===== src/rtl/memory_pt2.sv =====
// Load-response stage: captures load context, waits for read data,
// aligns/extends it and holds a single write-back across stalls.
module memory_pt2 (
    input  logic        clk,
    input  logic        rst,
    input  logic        flush,
    input  logic        stall_in,
    input  logic        req_valid,
    input  logic [2:0]  ld_type,
    input  logic [1:0]  ld_offset,
    input  logic [31:0] ld_rt_data,
    input  logic [4:0]  ld_wreg,
    input  logic        data_ok,
    input  logic [31:0] rdata,
    output logic        load_busy,
    output logic        stall_req_mempt2,
    output logic        wb_valid,
    output logic [4:0]  wb_reg,
    output logic [31:0] wb_data
);

    typedef enum logic [1:0] {
        S_IDLE = 2'd0,
        S_WAIT = 2'd1,
        S_DONE = 2'd2,
        S_DROP = 2'd3
    } state_t;

    state_t      state;
    state_t      state_nx;

    logic [2:0]  ctx_type;
    logic [1:0]  ctx_off;
    logic [31:0] ctx_rt;
    logic [4:0]  ctx_wreg;

    logic        accept;
    logic        latch;
    logic [31:0] shifted;
    logic [7:0]  byte_sel;
    logic [15:0] half_sel;
    logic [31:0] aligned;

    always_ff @(posedge clk or posedge rst) begin
        if (rst) state <= S_IDLE;
        else     state <= state_nx;
    end

    always_comb begin
        state_nx = state;
        case (state)
            S_IDLE: if (req_valid && !flush) state_nx = S_WAIT;
            S_WAIT: begin
                if (flush && data_ok) state_nx = S_IDLE;
                else if (flush)       state_nx = S_DROP;
                else if (data_ok)     state_nx = S_DONE;
            end
            S_DONE: begin
                if (flush)                      state_nx = S_IDLE;
                else if (!stall_in && req_valid) state_nx = S_WAIT;
                else if (!stall_in)             state_nx = S_IDLE;
            end
            S_DROP: if (data_ok) state_nx = S_IDLE;
            default: state_nx = S_IDLE;
        endcase
    end

    always_comb begin
        wb_valid         = (state == S_DONE);
        stall_req_mempt2 = (state == S_WAIT) && !flush;
        load_busy        = (state == S_WAIT) || (state == S_DROP) ||
                           ((state == S_DONE) && stall_in);
        // A new load is taken from IDLE or as the held result drains.
        accept = !flush && req_valid &&
                 ((state == S_IDLE) || ((state == S_DONE) && !stall_in));
        latch  = (state == S_WAIT) && data_ok && !flush;
    end

    always_ff @(posedge clk or posedge rst) begin
        if (rst) begin
            ctx_type <= 3'd0;
            ctx_off  <= 2'd0;
            ctx_rt   <= 32'd0;
            ctx_wreg <= 5'd0;
        end else if (accept) begin
            ctx_type <= ld_type;
            ctx_off  <= ld_offset;
            ctx_rt   <= ld_rt_data;
            ctx_wreg <= ld_wreg;
        end
    end

    always_comb begin
        shifted  = rdata >> {ctx_off, 3'b000};
        byte_sel = shifted[7:0];
        half_sel = ctx_off[1] ? rdata[31:16] : rdata[15:0];
        case (ctx_type)
            3'b000: aligned = {{24{byte_sel[7]}}, byte_sel};
            3'b001: aligned = {24'd0, byte_sel};
            3'b010: aligned = {{16{half_sel[15]}}, half_sel};
            3'b011: aligned = {16'd0, half_sel};
            3'b101: begin
                case (ctx_off)
                    2'd0:    aligned = {rdata[7:0], ctx_rt[23:0]};
                    2'd1:    aligned = {rdata[15:0], ctx_rt[15:0]};
                    2'd2:    aligned = {rdata[23:0], ctx_rt[7:0]};
                    default: aligned = rdata;
                endcase
            end
            3'b110: begin
                case (ctx_off)
                    2'd0:    aligned = rdata;
                    2'd1:    aligned = {ctx_rt[31:24], rdata[31:8]};
                    2'd2:    aligned = {ctx_rt[31:16], rdata[31:16]};
                    default: aligned = {ctx_rt[31:8], rdata[31:24]};
                endcase
            end
            default: aligned = rdata;
        endcase
    end

    always_ff @(posedge clk or posedge rst) begin
        if (rst) begin
            wb_data <= 32'd0;
            wb_reg  <= 5'd0;
        end else if (latch) begin
            wb_data <= aligned;
            wb_reg  <= ctx_wreg;
        end
    end

endmodule


===== config.mk =====
export PLATFORM = sky130hd
export DESIGN_NAME = memory_pt2
export DESIGN_NICKNAME = d
export VERILOG_FILES = /design/src/rtl/memory_pt2.sv
export SDC_FILE = /design/constraint.sdc
export NUM_CORES = 1
export LEC_CHECK = 0
export ABC_AREA = 1
export CAP_MARGIN = 30
export CORE_MARGIN = 1
export CORE_UTILIZATION = 35
export CTS_BUF_LIST = sky130_fd_sc_hd__clkbuf_2
export DETAILED_ROUTE_END_ITERATION = 8
export PLACE_DENSITY = 0.65
export SKIP_CTS_REPAIR_TIMING = 1
export SLEW_MARGIN = 10
export SYNTH_ARGS = -nofsm -noshare
export SYNTH_HDL_FRONTEND = slang
export SYNTH_SLANG_ARGS = --single-unit

===== constraint.sdc =====
create_clock -name clk -period 3.25 [get_ports clk]
set_clock_uncertainty 0.2 [all_clocks]
set_input_delay 0.65 -clock clk [delete_from_list [all_inputs] [get_ports clk]]
set_output_delay 0.65 -clock clk [all_outputs]
set_load 0.01 [all_outputs]

==> impl_metrics.toml <==
[status]
outcome = "finished, final reports clean"

[placed_design]
dp.cells = 1144
port_buffers = 119
gp_congestion = 0.883
dpl.hpwl_mm = 12.2
dp_worst_setup_slack_ns = 0.516

[global_route]
grt_overflow = 0
antenna_found_initial = 0
grt_pass1_wl_mm = 27.2
grt_max_degree = 40
grt_usage = 0.218
grt_pass1_vias = 5221

[finish]
final_cell_mix = "nand2_1, clkdlybuf4s50_1, nand3_1"
areaGrowthSynthToFinish_pct = 27.1
num-nets-final = 1024
regArea_um2 = 2030
reg.largest.list = "ctx_rt: 32 flops, wb_data: 32 flops"
multi_input_area_um2 = 2950
drive_gt1_frac = 0.0855
instances_no_fill = 1158
num_antenna_cells = 0
final_common_cell = "nand2_1"
nFillCells = 1630

[clock_tree]
cts_made_buffers = 9
clk_latency_ns = 0.59
clock_path_buffers = 2
clkSinkCount = 81
htree_num_levels = 3
cts.clk_slew.worst_paths_ns = 0.22
root_buffer = "clkbuf_2"
cts_tree = "done"

[worst_setup_path]
path_cells = "inv_1 -> nand2_1 -> nor2_2 -> clkdlybuf4s50_1"
cpLargestDelayFamily = "buffers and inverters"
slowest_delay_ns = 0.55
r2r_slack_ns = 0.77
worstPathMaxFanout = 4
arrival_ns = 1.89
r2r-start = "ctx_type[0]$_DFFE_PP0P_"
critPathLaunchType = "flop"
end_kind = "output port"
ff2ff_path_depth = 8
reg2reg_to = "wb_data[3]$_DFFE_PP0P_"
crit_buf_inv = 2
cp.required_ns = 2.40
critPathKind = "flop to output port"
critPathSlowestCell = "clkdlybuf4s50_1"

[timing]
max_freq_mhz = 365
setup_violations = 0
finalHoldViolCount = 0
timing.final.max_slew_violations = 0
tns_ns = 0
max-slew-margin-rel = 0.391
finalCritPeriodShare = 0.844
fin_ws_ns = 0.508
period_needed_ns = 2.74
worstMarginPinSlew_ns = 0.914
rsz0062_at_grt = "false"

[die]
pin_count = 120
rows = 45
fp.dieArea_um2 = 16300
start_util = 0.360
fp.dieH_um = 128
core_area_um2 = 15300
die_width_um = 128

[synth]
synth_cells = 845
synth-compound-area-share = 0.0868
yosysTopAreaCell = "dfrtp_1"
ys_top_cells_by_area = "dfrtp_1, nand2_1, nand3_1, mux2_2, a21oi_1"
ys_warn_count = 0
synth_cell_types = 25
synth-xor-area-share = 0
synth-adder-area-share = 0
syn_nets = 925
syn-cell-area_um2 = 5520
ys_ff_latch = 81
synth_top_cell_area_share = 0.367
synth_top_family_by_area = "simple AND/OR/NAND/NOR gates"
yosys.area_share.simple = 0.377
synth.area.mux_share = 0.0694
ys_seq_area_frac = 0.367
syn-mean-instance-area_um2 = 6.53

[drt]
drc = 0
drt.antenna.violating_nets = 0
wl_per_cell_um = 14.7
drt_wl_total_mm = 17.0
drt-vias-per-instance = 4.96
dr.first_iter.drc_count = 622
via_count = 5746
dr.pass1.iters = 6

[power_and_ir_drop]
p_per_area_nw_per_um2 = 891
ir_drop_mv = 0.380
leakage_nw = 3.62

[run]
max_cap_violations = 0

[hold_path]
holdCritPathClass = "input port to asynchronous set/reset pin"
cell type report:
class | count | share of cell area
Multi-Input combinational cell | 639 | 0.420
Sequential cell | 81 | 0.289
Timing Repair Buffer | 134 | 0.193
Inverter | 79 | 0.0425
Tap cell | 211 | 0.0376
Clock inverter | 3 | 0.00981
Clock buffer | 11 | 0.00785
report_power, final:
group / switching [mW] / internal [mW] / leakage, nW
clock network: 0.368 / 0.254 / 0.0781
registers: 0.394 / 1.48 / 0.974
logic: 2.22 / 1.53 / 2.57
total: 2.98 / 3.27 / 3.62
logic make-up (layout without fill, tap and decap cells):
logic type,count (synthesis),after routing
mux,34,34
flops,81,81
compound gates,94,94
buf+inv,125,227
simple gates,511,511
how the worst max path moves through the flow:
| stage | from | end | slack, ns | depth (start not counted) |
|---|---|---|---|---|
| 2_1_floorplan | rst | ctx_off[0]$_DFFE_PP0P_ | 0.32 | 1 |
| 3_3_place_gp | stall_in | load_busy | 0.51 | 4 |
| 3_5_place_dp | stall_in | load_busy | 0.52 | 4 |
| 4_1_cts | state[1]$_DFFE_PP0P_ | stall_req_mempt2 | 0.44 | 4 |
| 5_1_grt | state[1]$_DFFE_PP0P_ | stall_req_mempt2 | 0.33 | 4 |
| 6_report | state[1]$_DFFE_PP0P_ | stall_req_mempt2 | 0.51 | 4 |
Yosys cell counts:
library cell / n
a21oi_1: 64
a21oi_2: 1
buf_1: 2
buf_2: 27
buf_4: 6
buf_6: 3
clkbuf_1: 8
clkinv_1: 3
dfrtp_1: 81
inv_1: 70
inv_2: 6
mux2_2: 34
nand2_1: 333
nand2_2: 3
nand3_1: 99
nand3_2: 1
nand3b_1: 1
nor2_1: 69
nor2_2: 2
nor2_4: 2
nor3_1: 1
o211ai_1: 1
o21a_1: 1
o21ai_0: 19
o21ai_1: 8
stage by stage:
stage	total power, mW	hold WS, ns	cell area [um^2]	util
after floorplan	4.36	0.275	5520	-
after global placement	5.60	0.264	6890	0.450
after detailed placement	5.61	0.267	6890	0.450
after CTS	6.26	0.0800	7010	0.458
after global routing	6.84	0.0966	7010	0.458
final	6.25	0.114	7010	0.458
per-layer routing:
layer	global-route usage	wire length, um	up-vias
met4	0.0672	255	0
li1	-	-	2863
met1	0.303	7780	2619
met3	0.0402	1270	18
met5	0	0	-
met2	0.344	7740	246
Note: power is estimated with default switching activity, not from simulation.
